`config.mk`:
```
export PLATFORM = sky130hd
export DESIGN_NAME = uart_tx
export DESIGN_NICKNAME = d
export VERILOG_FILES = /design/src/rtl/uart_tx.sv
export SDC_FILE = /design/constraint.sdc
export NUM_CORES = 1
export LEC_CHECK = 0
export CELL_PAD_IN_SITES_DETAIL_PLACEMENT = 0
export CELL_PAD_IN_SITES_GLOBAL_PLACEMENT = 1
export CORE_ASPECT_RATIO = 2
export CORE_MARGIN = 2
export CORE_UTILIZATION = 44
export DETAILED_ROUTE_END_ITERATION = 10
export DONT_BUFFER_PORTS = 1
export GPL_TIMING_DRIVEN = 1
export PLACE_DENSITY = 0.82
export SYNTH_ARGS = -nofsm -noshare
export SYNTH_HDL_FRONTEND = slang
export SYNTH_SLANG_ARGS = --single-unit
```
`constraint.sdc`:
```
create_clock -name clk -period 1.74 [get_ports clk]
set_input_delay 0.348 -clock clk [delete_from_list [all_inputs] [get_ports clk]]
set_output_delay 0.348 -clock clk [all_outputs]
set_load 0.005 [all_outputs]
```
`src/rtl/uart_tx.sv`:
```
// 8N1 UART transmitter with a sticky frame-complete flag; `define UART_PARITY_EN to
// insert an even-parity bit between the data bits and the stop bit.
`timescale 1ns/1ps
module uart_tx #(
    parameter int CLK_FREQ   = 50000000,
    parameter int BAUD       = 115200,
    parameter int DATA_WIDTH = 8
) (
    input  logic                  clk,
    input  logic                  rst,
    input  logic                  tx_start,
    input  logic [DATA_WIDTH-1:0] tx_data,
    input  logic                  clear,
    output logic                  tx_out,
    output logic                  tx_busy,
    output logic                  tx_interrupt
);

    localparam int CLKS_PER_BIT = CLK_FREQ / BAUD;
    localparam int BAUD_W       = (CLKS_PER_BIT > 1) ? $clog2(CLKS_PER_BIT) : 1;
    localparam int BIT_W        = (DATA_WIDTH > 1) ? $clog2(DATA_WIDTH) : 1;
    localparam logic [BAUD_W-1:0] BAUD_LAST = BAUD_W'(CLKS_PER_BIT - 1);
    localparam logic [BIT_W-1:0]  BIT_LAST  = BIT_W'(DATA_WIDTH - 1);

`ifdef UART_PARITY_EN
    typedef enum logic [2:0] {S_IDLE, S_START, S_DATA, S_PARITY, S_STOP} state_t;
`else
    typedef enum logic [1:0] {S_IDLE, S_START, S_DATA, S_STOP} state_t;
`endif

    state_t                r_state;
    logic [BAUD_W-1:0]     r_baud_cnt;
    logic [BIT_W-1:0]      r_bit_cnt;
    logic [DATA_WIDTH-1:0] r_shift;
    logic                  r_tx_out;
    logic                  r_tx_busy;
    logic                  r_tx_int;

    state_t                w_state_nxt;
    logic [BAUD_W-1:0]     w_baud_nxt;
    logic [BIT_W-1:0]      w_bit_nxt;
    logic [DATA_WIDTH-1:0] w_shift_nxt;
    logic [DATA_WIDTH-1:0] w_shifted;
    logic                  w_tx_out_nxt;
    logic                  w_busy_nxt;
    logic                  w_done;
    logic                  w_baud_end;

`ifdef UART_PARITY_EN
    logic r_parity;
    logic w_parity_nxt;
`endif

    assign w_baud_end = (r_baud_cnt == BAUD_LAST);
    assign w_shifted  = r_shift >> 1;

    // Next-state logic; every output is computed one cycle ahead and registered.
    always_comb begin
        w_state_nxt  = r_state;
        w_baud_nxt   = r_baud_cnt;
        w_bit_nxt    = r_bit_cnt;
        w_shift_nxt  = r_shift;
        w_tx_out_nxt = r_tx_out;
        w_busy_nxt   = r_tx_busy;
        w_done       = 1'b0;
`ifdef UART_PARITY_EN
        w_parity_nxt = r_parity;
`endif
        case (r_state)
            S_IDLE: begin
                w_tx_out_nxt = 1'b1;
                w_busy_nxt   = 1'b0;
                if (tx_start) begin
                    w_state_nxt  = S_START;
                    w_baud_nxt   = '0;
                    w_bit_nxt    = '0;
                    w_shift_nxt  = tx_data;
                    w_tx_out_nxt = 1'b0;
                    w_busy_nxt   = 1'b1;
`ifdef UART_PARITY_EN
                    w_parity_nxt = ^tx_data;
`endif
                end
            end
            S_START: begin
                if (w_baud_end) begin
                    w_state_nxt  = S_DATA;
                    w_baud_nxt   = '0;
                    w_bit_nxt    = '0;
                    w_tx_out_nxt = r_shift[0];
                end else begin
                    w_baud_nxt = r_baud_cnt + BAUD_W'(1);
                end
            end
            S_DATA: begin
                if (w_baud_end) begin
                    w_baud_nxt  = '0;
                    w_shift_nxt = w_shifted;
                    if (r_bit_cnt == BIT_LAST) begin
                        w_bit_nxt = '0;
`ifdef UART_PARITY_EN
                        w_state_nxt  = S_PARITY;
                        w_tx_out_nxt = r_parity;
`else
                        w_state_nxt  = S_STOP;
                        w_tx_out_nxt = 1'b1;
`endif
                    end else begin
                        w_bit_nxt    = r_bit_cnt + BIT_W'(1);
                        w_tx_out_nxt = w_shifted[0];
                    end
                end else begin
                    w_baud_nxt = r_baud_cnt + BAUD_W'(1);
                end
            end
`ifdef UART_PARITY_EN
            S_PARITY: begin
                if (w_baud_end) begin
                    w_state_nxt  = S_STOP;
                    w_baud_nxt   = '0;
                    w_tx_out_nxt = 1'b1;
                end else begin
                    w_baud_nxt = r_baud_cnt + BAUD_W'(1);
                end
            end
`endif
            S_STOP: begin
                if (w_baud_end) begin
                    w_state_nxt  = S_IDLE;
                    w_baud_nxt   = '0;
                    w_tx_out_nxt = 1'b1;
                    w_busy_nxt   = 1'b0;
                    w_done       = 1'b1;
                end else begin
                    w_baud_nxt = r_baud_cnt + BAUD_W'(1);
                end
            end
            default: begin
                w_state_nxt  = S_IDLE;
                w_baud_nxt   = '0;
                w_bit_nxt    = '0;
                w_tx_out_nxt = 1'b1;
                w_busy_nxt   = 1'b0;
            end
        endcase
    end

    always_ff @(posedge clk or negedge rst) begin
        if (!rst) begin
            r_state    <= S_IDLE;
            r_baud_cnt <= '0;
            r_bit_cnt  <= '0;
            r_shift    <= '0;
            r_tx_out   <= 1'b1;
            r_tx_busy  <= 1'b0;
        end else begin
            r_state    <= w_state_nxt;
            r_baud_cnt <= w_baud_nxt;
            r_bit_cnt  <= w_bit_nxt;
            r_shift    <= w_shift_nxt;
            r_tx_out   <= w_tx_out_nxt;
            r_tx_busy  <= w_busy_nxt;
        end
    end

`ifdef UART_PARITY_EN
    always_ff @(posedge clk or negedge rst) begin
        if (!rst) begin
            r_parity <= 1'b0;
        end else begin
            r_parity <= w_parity_nxt;
        end
    end
`endif

    // Completion wins over clear so a flag raised on the same edge is never lost.
    always_ff @(posedge clk or negedge rst) begin
        if (!rst) begin
            r_tx_int <= 1'b0;
        end else if (w_done) begin
            r_tx_int <= 1'b1;
        end else if (clear) begin
            r_tx_int <= 1'b0;
        end
    end

    assign tx_out       = r_tx_out;
    assign tx_busy      = r_tx_busy;
    assign tx_interrupt = r_tx_int;

endmodule

```
### Yosys cells after proc, flatten, opt, wreduce, memory -nomap -nowiden

Index checks and enable logic that the tools add are counted.

* flip-flop bits (word level): 25
* output and inout port bits: 3
* word-level logic and storage cells: 60

* add/sub/neg operators: 2
* equal/unequal tests: 10
* mux-type cells: 30
* reduce and logical (&&, ||, !) cells: 11

Operator list (number)
* $mux W9: 2
* $pmux W9 S2: 1
* $mux W8: 2
* $pmux W8 S2: 1
* $mux W3: 4
* $mux W1: 11
* $mux W2: 5
* $ne A2 B2 Y1 const B: 5
* $add A9 B1 Y9 const B: 1
* $eq A9 B9 Y1 const B: 1
* $pmux W3 S3: 1
* $pmux W2 S4: 1
* $reduce_and A3 Y1: 2
* $reduce_bool A2 Y1: 3
* $reduce_and A5 Y1: 1
* $eq A2 B2 Y1 const B: 2
* $pmux W1 S4: 1
* $reduce_and A4 Y1: 1
* $add A3 B1 Y3 const B: 1
* $eq A3 B3 Y1 const B: 1
* $reduce_bool A3 Y1: 1
* $reduce_or A3 Y1: 1
* $eq A2 B1 Y1 const B: 1
* $logic_not A2 Y1: 1
* other kinds (2): 2

### Longest topological paths before layout

* depth in word-level cells: 4
* gate-level depth with buffers: 7
* gate-level depth less buffers: 6

### Worst setup path before layout

No wires, ideal clock.

* path type: reg2reg
* start point: register r_state[0]
* end point: register r_state[1]
* library setup time: 0.125 ns
* arrival time: 1.582 ns
* required time: 1.615 ns
* path slack: 0.033 ns
* stages on the path, launching flop included: 8
* clock period less this slack: 1.707 ns
* path through: dfrtp_1 > inv_1 > ha_1 > nand2b_1 > clkbuf_1 > o21ai_0 > nor2_2 > mux2_2

* cells in the longest elaborated chain, start to end: 3
* elaborated cells on any way between the ends: 11
* those cells by class: eq/ne (8); mux (1); reduce/logical (2)

Ends and longest elaborated chain
* start, declared: RTL line 31 `state_t r_state;`
* start signal, assigned: RTL line 157 `r_state <= w_state_nxt;`
* $eq A2 B2 Y1 (tied with other cells): RTL line 69 `case (r_state)`
* $ne A2 B2 Y1 (no line)
* $reduce_and A5 Y1 (no line)

Parallel ways exist; a longest one is shown, timed or not.
A chain may end at the register's enable or synchronous reset.

### Worst setup path after layout

* start point: register r_state[0]
* end point: register r_shift[6]

* cells in the longest elaborated chain, start to end: 3
* elaborated cells on any way between the ends: 7
* those cells by class: eq/ne (3); mux (1); reduce/logical (3)

Ends and longest elaborated chain
* $eq A2 B2 Y1 or $logic_not A2 Y1 (tied branches): RTL line 69
* $ne A2 B2 Y1 (no line) or $reduce_bool A2 Y1 (tied branches)
* $reduce_and A3 Y1 (no line)
* end signal, assigned: RTL line 160 `r_shift <= w_shift_nxt;`
* end, declared: RTL line 34 `logic [DATA_WIDTH-1:0] r_shift;`

Parallel ways exist; a longest one is shown, timed or not.

==> summary.md <==
| Metric | Value |
|---|---|
| Status | complete, no violations |
| CP startpoint kind | register |
| CP Capture Type | register |
| Grt ovf | 0 |
| Die Span X | 45.1 um |
| I/O pin total | 15 |
| Cell area after synthesis | 1490 um2 |
| Syn_area_per_cell | 10.8 um2 |
| Main flop type after synthesis | dfrtp_1 |
| Seq cells post-synth | 25 |
| Pwr/cell area | 1660 nW/um2 |
| Period utilization | 99.5% |
| Post-detail-place hpwl | 2870 um |
| Unrepaired setup endpoints after global routing | yes |
| Vias in the first global route | 1344 |
| Core area | 3190 um2 |
| GRT busiest layer | met2 |
| Total power | 2.93 mW |
| Worst hold path class | in -> reg |
| Met3 usage | 1.88% |
| Starting DRT DRC Count | 55 |
| Ys async rst share | 100% |
| Met1 Usage GRT | 21.4% |
| Synth Net Count | 157 |
| Post-route minimum period | 1730 ps |
| Slew of the pin with the lowest slew margin | 371 ps |
| Ant. Diodes | 0 |
| Drt total wl | 3830 um |
| Vias | 1207 |
| Final setup fails | 0 |
| Initial antenna violation count | 0 |
| LEAKAGE | 0.765 nW |
| CTS tree | done |
| CTS Buffer Depth | 2 |
| Reg clk slew, reported paths | 90 ps |
| Die area | 3890 um2 |
| Max Cap Viol | 0 |
| Cts bufs inserted | 3 |
| Yosys warns | 0 |
| Setup TNS | 0 ps |
| Routed Antenna Nets | 0 |
| Layout cells sized above 1 | 36.1% |
| Fmax | 0.578 GHz |
| Critical path arrival | 1940 ps |
| GRT Util Overall | 21.6% |
| Final Hold Violating Endpoints | 0 |
| Skew final | 6.70 ps |
| Port Buffers | 0 |
| Worst-path fanout max | 8 |
| Clk sink count | 25 |
| Number of flops mapped to enable cells by yosys | 0 |
| GR Util met2 | 42.1% |
| Layout Nets | 179 |
| Row Count | 29 |
| Post-DR vias/cell | 6.39 |
| Fill count | 290 |
| Gate Count Post-Synth | 137 |
| First-pass GRT wire length | 6200 um |
| Sequential share of the synthesized area | 42.2% |
| Post-layout util | 55.3% |
| DRT Pass-1 Iters | 4 |
| CP required | 1950 ps |
| Synth cell types | 50 |
| Max Transition Viols Final | 0 |
| DR DRC count | 0 |
| Die height | 86.2 um |
| Clock Latency Late Sink | 270 ps |
| Initial Utilization | 46.6% |
| Largest net degree at the start of global routing | 26 |
| Synth-to-Final Area Change | 18.7% |
| Worst relative slew slack | 75.0% |
| Root buffer cell | clkbuf_8 |
| VDD IR max | 1.05 mV |
| Routed length per instance | 20.3 um |
| H-tree depth | 1 |
| CP Class | reg -> reg |
| Placer Congestion | 0.813 |
[worst max-delay path, cell delays in order (launching register included)]
cell	delay (ps)
dfrtp_1	440
inv_2	100
ha_4	180
and2b_2	220
nor4_4	350
or3_1	200
o221a_2	170
[cell type report]
class | count | area (um2) | share of cell area (%)
timing repair buffer | 22 | 180 | 10.2
multi-input combinational | 100 | 847 | 48.0
inverter | 7 | 26.3 | 1.49
sequential | 25 | 627 | 35.5
tap | 31 | 38.8 | 2.20
clock buffer | 4 | 45.0 | 2.55
[through the flow]
stage          setup slack (ps)  area, um2  hold slack, ps  cells
4_1_cts                    3.34       1670             169    183
3_5_place_dp              -22.7       1590            53.2    177
6_report                   9.38       1760             169    189
2_1_floorplan              32.9       1490            52.4    137
3_3_place_gp               11.8       1590            53.2    177
5_1_grt                   -38.7       1760             209    189
[what timing repair did]
item / 4_1_cts / 5_1_grt
gates resized for setup: 2 / 11
setup endpoints to repair: 2 / 12
hold buffers: 2 / 0
gates cloned: 0 / 0
setup buffers: 0 / 6
hold endpoints to repair: 25 / 0
pin swaps: 1 / 3
[routing by layer]
layer,up-vias,part of all wire (%),routed length (um)
met5,-,0,0
met4,0,2.1,80
met3,8,1.7,66
met2,23,61,2330
met1,613,35,1350
li1,563,-,-
[cells by family after synthesis]
logic type / Yosys count / synth area share, %
xor+xnor: 1 / 0.589
fa+ha+maj: 8 / 6.73
flops: 25 / 42.2
mux: 4 / 2.86
buf+inv: 12 / 4.29
simple gates: 41 / 19.5
compound gates: 46 / 23.8
[placed cells by master, fill, tap and decap left out, types with 4 or more instances in the layout]
master   count
buf_4       20
o21ai_0      8
ha_1         5
nand2_1      8
nand3_1      4
o221a_2      7
inv_1        4
dfrtp_1     24
a21oi_1      6
or3_1        7
[power breakdown]
| part | switching (mW) | internal (mW) |
|---|---|---|
| Clock | 0.185 | 0.164 |
| Sequential | 0.214 | 0.797 |
| Combinational | 0.761 | 0.811 |
[sequential cells by signal (all words and copies together), names as in the netlist]
signal	flops
r_baud_cnt	9
r_shift	8
r_bit_cnt	3
r_state	2
tx_busy	1
tx_interrupt	1
tx_out	1
[synthesized netlist by cell type, types with 2 or more instances]
cell type / instances / area share, %
nand2b_1: 2 / 0.84
nor2_1: 3 / 0.76
dfrtp_1: 24 / 40
nor3_1: 4 / 1.3
a22o_1: 3 / 1.8
o21ai_0: 8 / 2.7
nand2_1: 8 / 2.0
nand3_1: 4 / 1.3
o21ai_1: 2 / 0.67
o221a_2: 7 / 5.3
a21oi_1: 6 / 2.0
nor2_2: 2 / 0.84
inv_1: 6 / 1.5
o2bb2ai_1: 2 / 1.2
buf_4: 3 / 1.5
or3_1: 7 / 2.9
a21o_1: 2 / 1.0
ha_1: 8 / 6.7
mux2i_1: 2 / 1.3
mux2_2: 2 / 1.5
a31oi_1: 3 / 1.3
[worst paths after layout]
check | startpoint | cells past startpoint | slack [ps] | endpoint
worst max register to register | r_state[0] | 6 | 9 | r_shift[6]
worst max-delay path | r_state[0] | 6 | 9 | r_shift[6]
max in group asynchronous | rst | 2 | 1010 | tx_out
worst min-delay path | clear | 1 | 170 | tx_interrupt
min in group asynchronous | rst | 2 | 500 | tx_interrupt
worst min register to register | r_bit_cnt[2] | 1 | 530 | r_bit_cnt[2]
Power figures use the tool's default switching activity.
